File: src/rtl/breakout_pkg.sv
// breakout_pkg: playfield geometry and state encodings shared by the game controller and the renderer.
package breakout_pkg;
    typedef logic signed [10:0] coord_t;
    localparam coord_t WALL_L      = 11'sd8;
    localparam coord_t WALL_R      = 11'sd784;
    localparam coord_t CEILING     = 11'sd80;
    localparam coord_t PADDLE_ROW  = 11'sd576;
    localparam coord_t LOSS_LINE   = 11'sd600;
    localparam coord_t PADDLE_LEN  = 11'sd60;
    localparam coord_t BALL_SIZE   = 11'sd8;
    localparam coord_t PADDLE_MIN  = 11'sd8;
    localparam coord_t PADDLE_MAX  = 11'sd732;
    localparam coord_t PADDLE_HOME = 11'sd370;
    localparam coord_t BALL_OFS    = 11'sd26;
    localparam coord_t PARK_Y      = 11'sd1016;
    typedef enum logic [2:0] {SEQ_IDLE, SEQ_PADDLE, SEQ_BALL_X, SEQ_BALL_Y, SEQ_COMMIT} seq_e;
    typedef enum logic [1:0] {GS_SERVE, GS_PLAY, GS_OVER} game_e;
    function automatic coord_t sx(input logic [9:0] v);
        return coord_t'({1'b0, v});
    endfunction
endpackage

File: src/rtl/breakout_game_controller_if.sv
// breakout_game_controller_if: renderer/button side of the game controller.
interface breakout_game_controller_if;
    logic       frame_done;
    logic       btn_left;
    logic       btn_right;
    logic       btn_serve;
    logic [9:0] paddle_x_pixel;
    logic [9:0] ball_x_pixel;
    logic [9:0] ball_y_pixel;
    logic [1:0] lives;
    logic       game_over;
    logic       update_done;
    modport master (
        output frame_done, btn_left, btn_right, btn_serve,
        input  paddle_x_pixel, ball_x_pixel, ball_y_pixel, lives, game_over, update_done
    );
    modport slave (
        input  frame_done, btn_left, btn_right, btn_serve,
        output paddle_x_pixel, ball_x_pixel, ball_y_pixel, lives, game_over, update_done
    );
endinterface

File: src/rtl/breakout_game_controller_button_sync.sv
// button_sync: two-flop synchronizer for asynchronous button levels.
module button_sync #(
    parameter int W = 1
) (
    input  logic         clk,
    input  logic         rst_n,
    input  logic [W-1:0] d,
    output logic [W-1:0] q
);
    logic [W-1:0] s1_q, s2_q;
    always_ff @(posedge clk or negedge rst_n) begin
        if (!rst_n) begin
            s1_q <= '0;
            s2_q <= '0;
        end else begin
            s1_q <= d;
            s2_q <= s1_q;
        end
    end
    assign q = s2_q;
endmodule

File: src/rtl/breakout_game_controller.sv
// breakout_game_controller: per-frame paddle/ball/lives update, committed to the renderer in one step.
module breakout_game_controller
    import breakout_pkg::*;
#(
    parameter int PADDLE_SPEED = 4,
    parameter int BALL_SPEED   = 2,
    parameter int START_LIVES  = 3
) (
    input  logic                       clk,
    input  logic                       rst_n,
    breakout_game_controller_if.slave  bus
);
    localparam coord_t     PS     = coord_t'(PADDLE_SPEED);
    localparam coord_t     BS     = coord_t'(BALL_SPEED);
    localparam logic [1:0] LIVES0 = 2'(START_LIVES);

    seq_e       seq_q, seq_d;
    game_e      gs_q, gs_d;
    logic [2:0] btn_s, btn_q, btn_d;
    logic [9:0] pad_q, pad_d, bx_q, bx_d, by_q, by_d;
    logic       dx_q, dx_d, up_q, up_d;
    logic [1:0] lives_q, lives_d;
    logic [9:0] opad_q, opad_d, obx_q, obx_d, oby_q, oby_d;
    logic [1:0] olives_q, olives_d;
    logic       oover_q, oover_d, upd_q, upd_d;
    coord_t     p_mv, p_cl, nx, ny;
    logic       hit, x_flip;

    button_sync #(.W(3)) u_sync (
        .clk   (clk),
        .rst_n (rst_n),
        .d     ({bus.btn_serve, bus.btn_right, bus.btn_left}),
        .q     (btn_s)
    );

    // btn_q = {serve, right, left} as sampled for this update
    assign p_mv   = (btn_q[1] & ~btn_q[0]) ? sx(pad_q) + PS :
                    (btn_q[0] & ~btn_q[1]) ? sx(pad_q) - PS : sx(pad_q);
    assign p_cl   = p_mv > PADDLE_MAX ? PADDLE_MAX : p_mv < PADDLE_MIN ? PADDLE_MIN : p_mv;
    assign nx     = dx_q ? sx(bx_q) + BS : sx(bx_q) - BS;
    assign ny     = up_q ? sx(by_q) - BS : sx(by_q) + BS;
    assign x_flip = dx_q ? nx >= WALL_R : nx <= WALL_L;
    assign hit    = (sx(bx_q) + BALL_SIZE > sx(pad_q)) && (sx(bx_q) < sx(pad_q) + PADDLE_LEN);

    always_comb begin
        seq_d    = seq_q;
        gs_d     = gs_q;
        btn_d    = btn_q;
        pad_d    = pad_q;
        bx_d     = bx_q;
        by_d     = by_q;
        dx_d     = dx_q;
        up_d     = up_q;
        lives_d  = lives_q;
        opad_d   = opad_q;
        obx_d    = obx_q;
        oby_d    = oby_q;
        olives_d = olives_q;
        oover_d  = oover_q;
        upd_d    = 1'b0;
        case (seq_q)
            SEQ_IDLE: begin
                if (bus.frame_done) begin
                    seq_d = SEQ_PADDLE;
                    btn_d = btn_s;
                end
            end
            SEQ_PADDLE: begin
                seq_d = SEQ_BALL_X;
                pad_d = 10'(p_cl);
                if (gs_q == GS_OVER) begin
                    bx_d = '0;
                    by_d = 10'(PARK_Y);
                    if (btn_q[2]) begin
                        gs_d    = GS_SERVE;
                        lives_d = LIVES0;
                        pad_d   = 10'(PADDLE_HOME);
                        bx_d    = 10'(PADDLE_HOME + BALL_OFS);
                        by_d    = 10'(PADDLE_ROW);
                    end
                end else if (gs_q == GS_SERVE) begin
                    bx_d = 10'(p_cl + BALL_OFS);
                    by_d = 10'(PADDLE_ROW);
                    if (btn_q[2]) begin
                        gs_d = GS_PLAY;
                        dx_d = 1'b1;
                        up_d = 1'b1;
                    end
                end
            end
            SEQ_BALL_X: begin
                seq_d = SEQ_BALL_Y;
                if (gs_q == GS_PLAY) begin
                    bx_d = !x_flip ? 10'(nx) : dx_q ? 10'(WALL_R) : 10'(WALL_L);
                    dx_d = dx_q ^ x_flip;
                end
            end
            SEQ_BALL_Y: begin
                seq_d = SEQ_COMMIT;
                if (gs_q == GS_PLAY) begin
                    if (up_q) begin
                        by_d = ny <= CEILING ? 10'(CEILING) : 10'(ny);
                        up_d = ny > CEILING;
                    end else if (ny >= PADDLE_ROW && sx(by_q) < PADDLE_ROW && hit) begin
                        by_d = 10'(PADDLE_ROW);
                        up_d = 1'b1;
                    end else if (ny >= LOSS_LINE) begin
                        lives_d = lives_q - 2'd1;
                        gs_d    = lives_q > 2'd1 ? GS_SERVE : GS_OVER;
                        bx_d    = lives_q > 2'd1 ? 10'(sx(pad_q) + BALL_OFS) : '0;
                        by_d    = lives_q > 2'd1 ? 10'(PADDLE_ROW) : 10'(PARK_Y);
                        dx_d    = 1'b1;
                        up_d    = 1'b1;
                    end else begin
                        by_d = 10'(ny);
                    end
                end
            end
            SEQ_COMMIT: begin
                seq_d    = SEQ_IDLE;
                opad_d   = pad_q;
                obx_d    = bx_q;
                oby_d    = by_q;
                olives_d = lives_q;
                oover_d  = gs_q == GS_OVER;
                upd_d    = 1'b1;
            end
            default: seq_d = SEQ_IDLE;
        endcase
    end

    always_ff @(posedge clk or negedge rst_n) begin
        if (!rst_n) begin
            seq_q    <= SEQ_IDLE;
            gs_q     <= GS_SERVE;
            btn_q    <= '0;
            pad_q    <= 10'(PADDLE_HOME);
            bx_q     <= 10'(PADDLE_HOME + BALL_OFS);
            by_q     <= 10'(PADDLE_ROW);
            dx_q     <= 1'b1;
            up_q     <= 1'b1;
            lives_q  <= LIVES0;
            opad_q   <= 10'(PADDLE_HOME);
            obx_q    <= 10'(PADDLE_HOME + BALL_OFS);
            oby_q    <= 10'(PADDLE_ROW);
            olives_q <= LIVES0;
            oover_q  <= 1'b0;
            upd_q    <= 1'b0;
        end else begin
            seq_q    <= seq_d;
            gs_q     <= gs_d;
            btn_q    <= btn_d;
            pad_q    <= pad_d;
            bx_q     <= bx_d;
            by_q     <= by_d;
            dx_q     <= dx_d;
            up_q     <= up_d;
            lives_q  <= lives_d;
            opad_q   <= opad_d;
            obx_q    <= obx_d;
            oby_q    <= oby_d;
            olives_q <= olives_d;
            oover_q  <= oover_d;
            upd_q    <= upd_d;
        end
    end

    assign bus.paddle_x_pixel = opad_q;
    assign bus.ball_x_pixel   = obx_q;
    assign bus.ball_y_pixel   = oby_q;
    assign bus.lives          = olives_q;
    assign bus.game_over      = oover_q;
    assign bus.update_done    = upd_q;
endmodule

File: src/flat_wrapper.sv
// flat-port wrapper written by rule: the top's interface ports become plain ports
module breakout_game_controller_flat import breakout_pkg::*;
#(
    parameter int PADDLE_SPEED = 4,
    parameter int BALL_SPEED   = 2,
    parameter int START_LIVES  = 3
)
  (clk, rst_n, bus_frame_done, bus_btn_left, bus_btn_right, bus_btn_serve, bus_paddle_x_pixel, bus_ball_x_pixel, bus_ball_y_pixel, bus_lives, bus_game_over, bus_update_done);
  breakout_game_controller_if bus_i ();
  input  logic clk;
  input  logic rst_n;
  input wire logic [$bits(bus_i.frame_done)-1:0] bus_frame_done;
  input wire logic [$bits(bus_i.btn_left)-1:0] bus_btn_left;
  input wire logic [$bits(bus_i.btn_right)-1:0] bus_btn_right;
  input wire logic [$bits(bus_i.btn_serve)-1:0] bus_btn_serve;
  output wire logic [$bits(bus_i.paddle_x_pixel)-1:0] bus_paddle_x_pixel;
  output wire logic [$bits(bus_i.ball_x_pixel)-1:0] bus_ball_x_pixel;
  output wire logic [$bits(bus_i.ball_y_pixel)-1:0] bus_ball_y_pixel;
  output wire logic [$bits(bus_i.lives)-1:0] bus_lives;
  output wire logic [$bits(bus_i.game_over)-1:0] bus_game_over;
  output wire logic [$bits(bus_i.update_done)-1:0] bus_update_done;
  assign bus_i.frame_done = bus_frame_done;
  assign bus_i.btn_left = bus_btn_left;
  assign bus_i.btn_right = bus_btn_right;
  assign bus_i.btn_serve = bus_btn_serve;
  assign bus_paddle_x_pixel = bus_i.paddle_x_pixel;
  assign bus_ball_x_pixel = bus_i.ball_x_pixel;
  assign bus_ball_y_pixel = bus_i.ball_y_pixel;
  assign bus_lives = bus_i.lives;
  assign bus_game_over = bus_i.game_over;
  assign bus_update_done = bus_i.update_done;
  breakout_game_controller #(.PADDLE_SPEED(PADDLE_SPEED), .BALL_SPEED(BALL_SPEED), .START_LIVES(START_LIVES)) u_core (.clk(clk), .rst_n(rst_n), .bus(bus_i));
endmodule
File: config.mk
export PLATFORM = sky130hd
export DESIGN_NAME = breakout_game_controller_flat
export DESIGN_NICKNAME = d
export VERILOG_FILES = /design/src/rtl/breakout_pkg.sv /design/src/rtl/breakout_game_controller_if.sv /design/src/rtl/breakout_game_controller_button_sync.sv /design/src/rtl/breakout_game_controller.sv /design/src/flat_wrapper.sv
export SDC_FILE = /design/constraint.sdc
export NUM_CORES = 1
export LEC_CHECK = 0
export ABC_CLOCK_PERIOD_IN_PS = 5160
export BUFFER_PORTS_ARGS = -buffer_cell sky130_fd_sc_hd__buf_4
export CAP_MARGIN = 20
export CORE_ASPECT_RATIO = 1.5
export CORE_MARGIN = 4
export CORE_UTILIZATION = 41
export CTS_BUF_LIST = sky130_fd_sc_hd__clkbuf_4 sky130_fd_sc_hd__clkbuf_8
export DETAILED_ROUTE_END_ITERATION = 16
export PLACE_DENSITY = 0.55
export SLEW_MARGIN = 20
export SYNTH_ARGS = -nofsm -noshare
export SYNTH_HDL_FRONTEND = slang
export SYNTH_SLANG_ARGS = --single-unit
File: constraint.sdc
create_clock -name clk -period 5.16 [get_ports clk]
set_input_delay 1.032 -clock clk [delete_from_list [all_inputs] [get_ports clk]]
set_output_delay 1.032 -clock clk [all_outputs]
set_load 0.005 [all_outputs]
==> results of run 1 <==
cell families (layout without fill, tap and decap cells):
group	after synthesis	count (layout)
flip-flops	80	80
AND/OR/NAND/NOR	200	200
buffers and inverters	47	78
multiplexers	41	41
XOR/XNOR	42	42
other	1	1
AO/OA/AOI/OAI	162	162
adder cells (fa/ha/maj)	44	44
placed cells by master (no fill, tap or decap), types with 8 or more instances in the layout:
cell,synthesis,layout
a21oi_1,35,35
a31oi_1,8,8
buf_4,1,38
clkbuf_8,0,9
dfrtp_1,52,52
dfstp_2,28,28
ha_1,42,42
inv_1,20,20
mux2_2,36,36
nand2_1,48,48
nand2b_1,14,14
nand3_1,13,13
nor2_1,49,49
nor2b_1,11,11
nor3_1,11,11
o21a_1,8,8
o21ai_0,29,29
o22ai_1,8,8
o31ai_1,10,10
xnor2_1,35,35
sequential cells by signal, indices dropped and copies added, names as in the netlist:
| signal | flops |
|---|---|
| u_core.btn_q | 3 |
| u_core.bus.ball_x_pixel | 10 |
| u_core.bus.ball_y_pixel | 9 |
| u_core.bus.game_over | 1 |
| u_core.bus.lives | 2 |
| u_core.bus.paddle_x_pixel | 10 |
| u_core.bus.update_done | 1 |
| u_core.bx_q | 10 |
| u_core.by_q | 9 |
| u_core.dx_q | 1 |
| u_core.gs_q | 2 |
| u_core.lives_q | 2 |
| u_core.pad_q | 10 |
| u_core.seq_q | 3 |
| u_core.u_sync.q | 3 |
| u_core.u_sync.s1_q | 3 |
| u_core.up_q | 1 |
Yosys cell counts, types with 4 or more instances:
library cell	n	area, um2
o22ai_1	8	50.05
and2_1	6	37.54
o31ai_1	10	75.07
nand4_1	4	25.02
and3_1	4	25.02
nand3_1	13	65.06
xor2_1	7	61.31
inv_1	20	75.07
nor3_1	11	55.05
nand2_1	48	180.2
a21oi_1	35	175.2
o21ai_0	29	145.1
o21a_1	8	60.06
or2_2	4	25.02
dfrtp_1	52	1301
ha_1	42	525.5
mux2_2	36	405.4
a21o_1	7	52.55
nor2_1	49	183.9
nor2b_1	11	68.82
o21ai_1	5	25.02
a31oi_1	8	50.05
nand2b_1	14	87.58
dfstp_2	28	735.7
and4_1	4	35.03
xnor2_1	35	306.5
clkbuf_1	14	52.55
buf_2	6	30.03
nor4_1	5	31.28
mux2i_1	4	40.04
power groups by stage:
| stage | Combinational, uW | Sequential, uW | Clock, uW |
|---|---|---|---|
| global route | 3420 | 1430 | 560 |
| detailed placement | 3070 | 1390 | 0 |
| finish | 3090 | 1380 | 513 |
| floorplan | 2390 | 1140 | 0 |
| global placement | 3020 | 1380 | 0 |
| CTS | 3100 | 1380 | 530 |
worst max-delay path, delay by kind of cell (launching register included):
family / cells / cell delay, ps
and+or+nand+nor: 6 / 1810
AOI/OAI and AO/OA: 5 / 1090
DFF: 1 / 560
adders and majority gates: 2 / 460
xor gates and xnor gates: 1 / 340
buffers and inverters: 1 / 200
per-stage QoR:
| step | setup WS [ps] | hold WS, ps | power, uW | util |
|---|---|---|---|---|
| 2_1_floorplan | 1173 | 331.2 | 3523 | - |
| 3_3_place_gp | 920.6 | 339.6 | 4401 | 0.4470 |
| 3_5_place_dp | 737.6 | 347.0 | 4464 | 0.4470 |
| 4_1_cts | 714.1 | 368.1 | 5008 | 0.4620 |
| 5_1_grt | 388.7 | 382.1 | 5407 | 0.4628 |
| 6_report | 644.6 | 361.4 | 4987 | 0.4628 |
final cells by class:
| type | count | area (um2) | area share |
|---|---|---|---|
| clock inverter | 7 | 86.33 | 0.01333 |
| sequential | 80 | 2037 | 0.3146 |
| inverter | 23 | 86.33 | 0.01333 |
| timing repair buffer | 39 | 296.5 | 0.04580 |
| tap | 192 | 240.2 | 0.03710 |
| clock buffer | 9 | 123.9 | 0.01913 |
| multi-input combinational | 490 | 3605 | 0.5567 |
worst paths after layout:
check | end | slack, ps | cells after the start
worst max-delay path | u_core.bx_q[7] | 640 | 15
worst min-delay path | u_core.u_sync.q[2] | 360 | 0
worst max register to register | u_core.bx_q[7] | 640 | 15
worst min register to register | u_core.u_sync.q[2] | 360 | 0
max in group asynchronous | u_core.by_q[8] | 3950 | 1
min in group asynchronous | u_core.bus.ball_x_pixel[6] | 680 | 1
metal layers:
layer / global-route usage / vias to the layer above / part of all wire
met5: 0 / - / 0
met1: 0.2335 / 2406 / 0.37
li1: - / 2315 / -
met2: 0.3908 / 149 / 0.53
met4: 0.1338 / 0 / 0.061
met3: 0.03150 / 62 / 0.035
==> key figures, run 1 <==
Logic synthesis
  – Syn. warnings: 0
  – Post-Synth XOR/XNOR Area: 0.06306
  – Synth Area in Compound Gates: 0.1946
  – Post-Syn Area: 5833 um2
  – Post-synth cell types: 86
  – Post-synth EDFFs: 0
  – Post-synth ARST share: 1.000
  – Fraction of the mapped netlist area in adder cells: 0.09695
  – Seq cells post-synth: 80
  – Synth Instances: 617
  – Sequential element share of the synthesized area: 0.3492
  – Post-synth top flop: dfrtp_1
  – Synthesized net count: 667
  – Post-synthesis simple-gate area fraction: 0.1825
  – Main combinational cell family by area after synthesis: compound AO/OA/AOI/OAI gates
  – Avg Cell Area, Syn: 9.454 um2
  – Mux contribution to synthesized area: 0.07829

Floorplanning
  – Core area: 13990 um2
  – Site Rows: 53
  – Die area: 16240 um2
  – Die Y: 154.1 um
  – Initial core utilization: 0.4169
  – Die Width: 105.4 um
  – I/O pin cnt: 40

Route
  – # DRC: 0
  – Post-DR vias/cell: 5.871
  – Starting DRT DRC Count: 259
  – Final ANT Viol Nets: 0
  – Final wirelength: 17030 um
  – WL per Instance: 20.28 um
  – Via count: 4932
  – TritonRoute pass-1 iters: 5

Placement
  – DP HPWL: 13200 um
  – IO buf count: 38
  – Gp weighted congestion: 0.9447
  – Dpl cells: 824
  – Area after DPL: 6255 um2

Clocking
  – Root Buffer: clkbuf_8
  – TritonCTS Buffers: 9
  – CTS max path bufs: 2
  – Clk slew on worst S/H paths: 100 ps
  – Cells resized by post-CTS repair: 0
  – CTS tree: built
  – H-tree depth: 3
  – Post-CTS setup buffers: 0
  – Clock tree sinks: 80
  – Worst-Skew Late Latency: 380 ps
  – Hold buffer count at CTS: 0

Finish
  – Share of layout cells above drive strength 1: 0.2284
  – N_diodes: 0
  – Area grow syn2layout: 11.00%
  – Final Instance Area: 6475 um2
  – Fin nets: 693
  – Fin cells: 840
  – Fillers: 1387

STA
  – Final-report setup violation count: 0
  – Max-slew violation count: 0
  – Crit path time final: 4515 ps
  – Max Fclk: 221.5 MHz
  – RSZ-0062 raised after global routing: no
  – Hold Vio Cnt, Final: 0
  – Setup TNS: 0 ps
  – Clk_skew: 12.17 ps
  – Slew @ Worst Pin: 810.4 ps
  – Max-slew headroom: 0.4597
  – Tcrit/Tclk final: 0.8751

Worst setup path
  – Worst path max stage delay: 560 ps
  – CP Max Fanout: 15
  – Critical Path Source: u_core.pad_q[3]
  – Worst Path Required: 5470 ps
  – FF-to-FF Start: u_core.pad_q[3]
  – Critical Path AT: 4830 ps
  – Path type of the worst setup path: flop to flop
  – Critical path's slowest cell: dfrtp_1
  – Crit end category: flop
  – Worst-path cell chain: inv_1 -> ha_1 -> nor3b_2 -> a22oi_2 -> xnor2_1 -> nor4b_1 -> and4_1 -> a211o_4 -> nor2_1 -> ha_1 -> or4_1 -> a211o_1 -> and2_1 -> a211o_1 -> a21oi_1
  – Critical Path Start Type: flop

GRT
  – Initial antenna violation count: 0
  – Congestion Overflow GR: 0
  – All-layer global routing usage: 0.2160
  – Largest net degree at the start of global routing: 81
  – First-pass GRT wire length: 27380 um
  – Vias in the first global route: 5059

Power
  – Combinational power share: 0.620
  – Worst VDD drop: 472.2 uV
  – Reg power frac: 0.277
  – Internal power: 2535 uW
  – Leak: 0.002804 uW
  – Clk pwr share: 0.103
  – Net Sw Frac: 0.4918
  – Sw Pwr: 2452 uW
  – Power Density: 770.2 nW/um2

Worst hold path
  – Hold/Removal Path Class: flop to flop
  – Worst hold start: u_core.u_sync.s1_q[2]

Job
  – Max-cap viol count: 0

Run status
  – Status: completed
(Power assumes the default switching activity.)
==> run 2: changes to the inputs <==
--- a/config.mk
+++ b/config.mk
@@ -5,7 +5,7 @@
 export SDC_FILE = /design/constraint.sdc
 export NUM_CORES = 1
 export LEC_CHECK = 0
-export ABC_CLOCK_PERIOD_IN_PS = 5160
+export ABC_CLOCK_PERIOD_IN_PS = 5000
 export BUFFER_PORTS_ARGS = -buffer_cell sky130_fd_sc_hd__buf_4
 export CAP_MARGIN = 20
 export CORE_ASPECT_RATIO = 1.5
==> constraint.sdc (replaced) <==
create_clock -name clk -period 5 [get_ports clk]
set_input_delay 1 -clock clk [delete_from_list [all_inputs] [get_ports clk]]
set_output_delay 1 -clock clk [all_outputs]
set_load 0.005 [all_outputs]
==> run 2 against run 1 <==
  * Cell count rose by 0.12%
  * Critical path depth did not move
  * Sequential share of layout area rose by 0.073 points
  * Combinational power rose by 4%
  * Clock skew rose by 3.2 ps
  * Total power rose by 2.3%
  * Flip-flop and latch count did not move
  * Clock power fell by 6.2%
  * Via count fell by 0.34%
  * Critical endpoint unchanged
==> key figures, run 2 (same netlist as run 1, synthesis figures left out) <==
Route
  – Post-DR vias/cell: 5.844 (-0.46%)
  – Final wirelength: 16900 um (-0.80%)
  – TritonRoute pass-1 iters: 5 (unchanged)
  – # DRC: 0 (unchanged)
  – Starting DRT DRC Count: 272 (+5.0%)
  – Final ANT Viol Nets: 0 (unchanged)
  – Via count: 4915 (-0.34%)
  – WL per Instance: 20.09 um (-0.92%)

Clocking
  – Post-CTS setup buffers: 0 (unchanged)
  – Hold buffer count at CTS: 0 (unchanged)
  – CTS tree: built
  – Cells resized by post-CTS repair: 0 (unchanged)
  – Root Buffer: clkbuf_8
  – CTS max path bufs: 2 (unchanged)
  – Clk slew on worst S/H paths: 100 ps (about the same)
  – Clock tree sinks: 80 (unchanged)
  – H-tree depth: 3 (unchanged)
  – Worst-Skew Late Latency: 380 ps (about the same)
  – TritonCTS Buffers: 9 (unchanged)

Power
  – Worst VDD drop: 420.7 uV (-11%)
  – Power Density: 789.4 nW/um2 (+2.5%)
  – Leak: 0.002795 uW (-0.33%)

Finish
  – N_diodes: 0 (unchanged)
  – Multi-input logic area: 3605 um2 (unchanged)
  – Commonest non-fill, non-tap cell in the layout: dfrtp_1
  – Register cell area after layout: 2037 um2 (unchanged)
  – Area grow syn2layout: 10.75%
  – Most frequent cells in the layout: 52 x dfrtp_1, 49 x nor2_1, 48 x nand2_1
  – Fillers: 1373 (-1.0%)
  – Share of layout cells above drive strength 1: 0.2296 (+0.001189)
  – Fin nets: 694 (+0.14%)

Job
  – Max-cap viol count: 0 (unchanged)

Placement
  – IO buf count: 38 (unchanged)
  – Dpl ws: 641.2 ps (-96.37 ps)
  – Gp weighted congestion: 0.9676 (+2.4%)
  – DP HPWL: 12970 um (-1.7%)

Floorplanning
  – I/O pin cnt: 40 (unchanged)
  – Die Width: 105.4 um (unchanged)
  – Die area: 16240 um2 (unchanged)
  – Core area: 13990 um2 (unchanged)
  – Initial core utilization: 0.4169 (unchanged)
  – Die Y: 154.1 um (unchanged)
  – Site Rows: 53 (unchanged)

STA
  – Slew @ Worst Pin: 802.7 ps (-7.731 ps)
  – Final-report setup violation count: 0 (unchanged)
  – Tcrit/Tclk final: 0.8845 (+0.009462)
  – Max Fclk: 226.1 MHz (+2.1%)
  – Max-slew headroom: 0.4649 (+0.005154)
  – Clk_skew: 15.33 ps (+3.168 ps)
  – RSZ-0062 raised after global routing: no
  – Max-slew violation count: 0 (unchanged)
  – Setup ws final: 577.3 ps (-67.30 ps)
  – Setup TNS: 0 ps (unchanged)
  – Crit path time final: 4423 ps (-92.70 ps)
  – Hold Vio Cnt, Final: 0 (unchanged)

Worst setup path
  – Crit end category: flop
  – Critical Path Start Type: flop
  – Critical Path AT: 4740 ps (-90 ps)
  – Worst Path Required: 5310 ps (-160 ps)
  – Path type of the worst setup path: flop to flop
  – CP Max Fanout: 14 (-1)

GRT
  – Met2 track demand over resource: 0.3954 (+0.004562)
  – First-pass GRT wire length: 27130 um (-0.91%)
  – GRT met3 Usage: 0.03192 (+0.0004200)
  – Initial antenna violation count: 0 (unchanged)
  – Congestion Overflow GR: 0 (unchanged)
  – All-layer global routing usage: 0.2131 (-0.002899)
  – Vias in the first global route: 5015 (-0.87%)
  – Largest net degree at the start of global routing: 81 (unchanged)
  – Routing usage on met1: 0.2318 (-0.001617)
  – Busiest grt layer: met2

Run status
  – Status: completed

Worst hold path
  – Hold/Removal Path Class: flop to flop
-- run 2: cell types whose count changed in the layout (fill, tap and decap cells not counted) --
cell        change
buf_4           +1
bufinv_16       -1
clkinv_4        +1
clkinvlp_4      +1
inv_6           -1
-- run 2: area by class of cell --
| class | instances | area share |
|---|---|---|
| clock inverters | 7 | 0.009878 |
| flip-flops and latches | 80 | 0.3153 |
| clock buffers | 9 | 0.01917 |
| multi-input cells | 490 | 0.5580 |
| repair buffers | 40 | 0.04707 |
| inverters | 23 | 0.01336 |
| well taps | 192 | 0.03719 |
-- run 2: routing by layer --
layer	vias up	wire [um]
met3	46	603
met5	-	0
met1	2418	6360
li1	2316	-
met4	0	782
met2	135	9150
-- run 2: stage by stage --
step | util | std cells | power [uW] | cell area [um2] | hold WS, ps
after global placement | 0.4476 | 825 | 4540 | 6262 | 340.0
after CTS | 0.4614 | 841 | 5116 | 6456 | 366.0
after floorplan | - | 617 | 3635 | 5833 | 331.2
after global routing | 0.4617 | 841 | 5545 | 6460 | 371.8
final | 0.4617 | 841 | 5100 | 6460 | 358.9
after detailed placement | 0.4480 | 825 | 4612 | 6269 | 345.8
-- run 2: final timing paths --
check	startpoint	end	slack, ps	cells after the start
max in group asynchronous	rst_n	u_core.bus.paddle_x_pixel[2]	3780	1
max reg2reg	u_core.pad_q[2]	u_core.bx_q[7]	580	15
min	u_core.u_sync.s1_q[1]	u_core.u_sync.q[1]	360	0
min reg2reg	u_core.u_sync.s1_q[1]	u_core.u_sync.q[1]	360	0
max	u_core.pad_q[2]	u_core.bx_q[7]	580	15
min in group asynchronous	rst_n	u_core.bus.ball_x_pixel[6]	610	1
-- run 2: where the power goes --
group / switching [uW] / total (uW) / internal (uW)
clock: 289 / 481 / 192
sequential: 433 / 1420 / 984
combinational: 1810 / 3200 / 1390
total: 2530 / 5100 / 2570
-- run 2: worst max-delay path, stage by stage, from the launching register on --
cell	delay, ps
dfrtp_1	570
inv_1	180
ha_1	230
nor3b_2	370
a22oi_2	180
xnor2_1	330
nor4b_1	350
and4_1	290
a211o_4	150
nor2_1	50
ha_1	200
or4_1	520
a211o_1	330
and2_1	190
a211o_1	260
a21oi_1	140
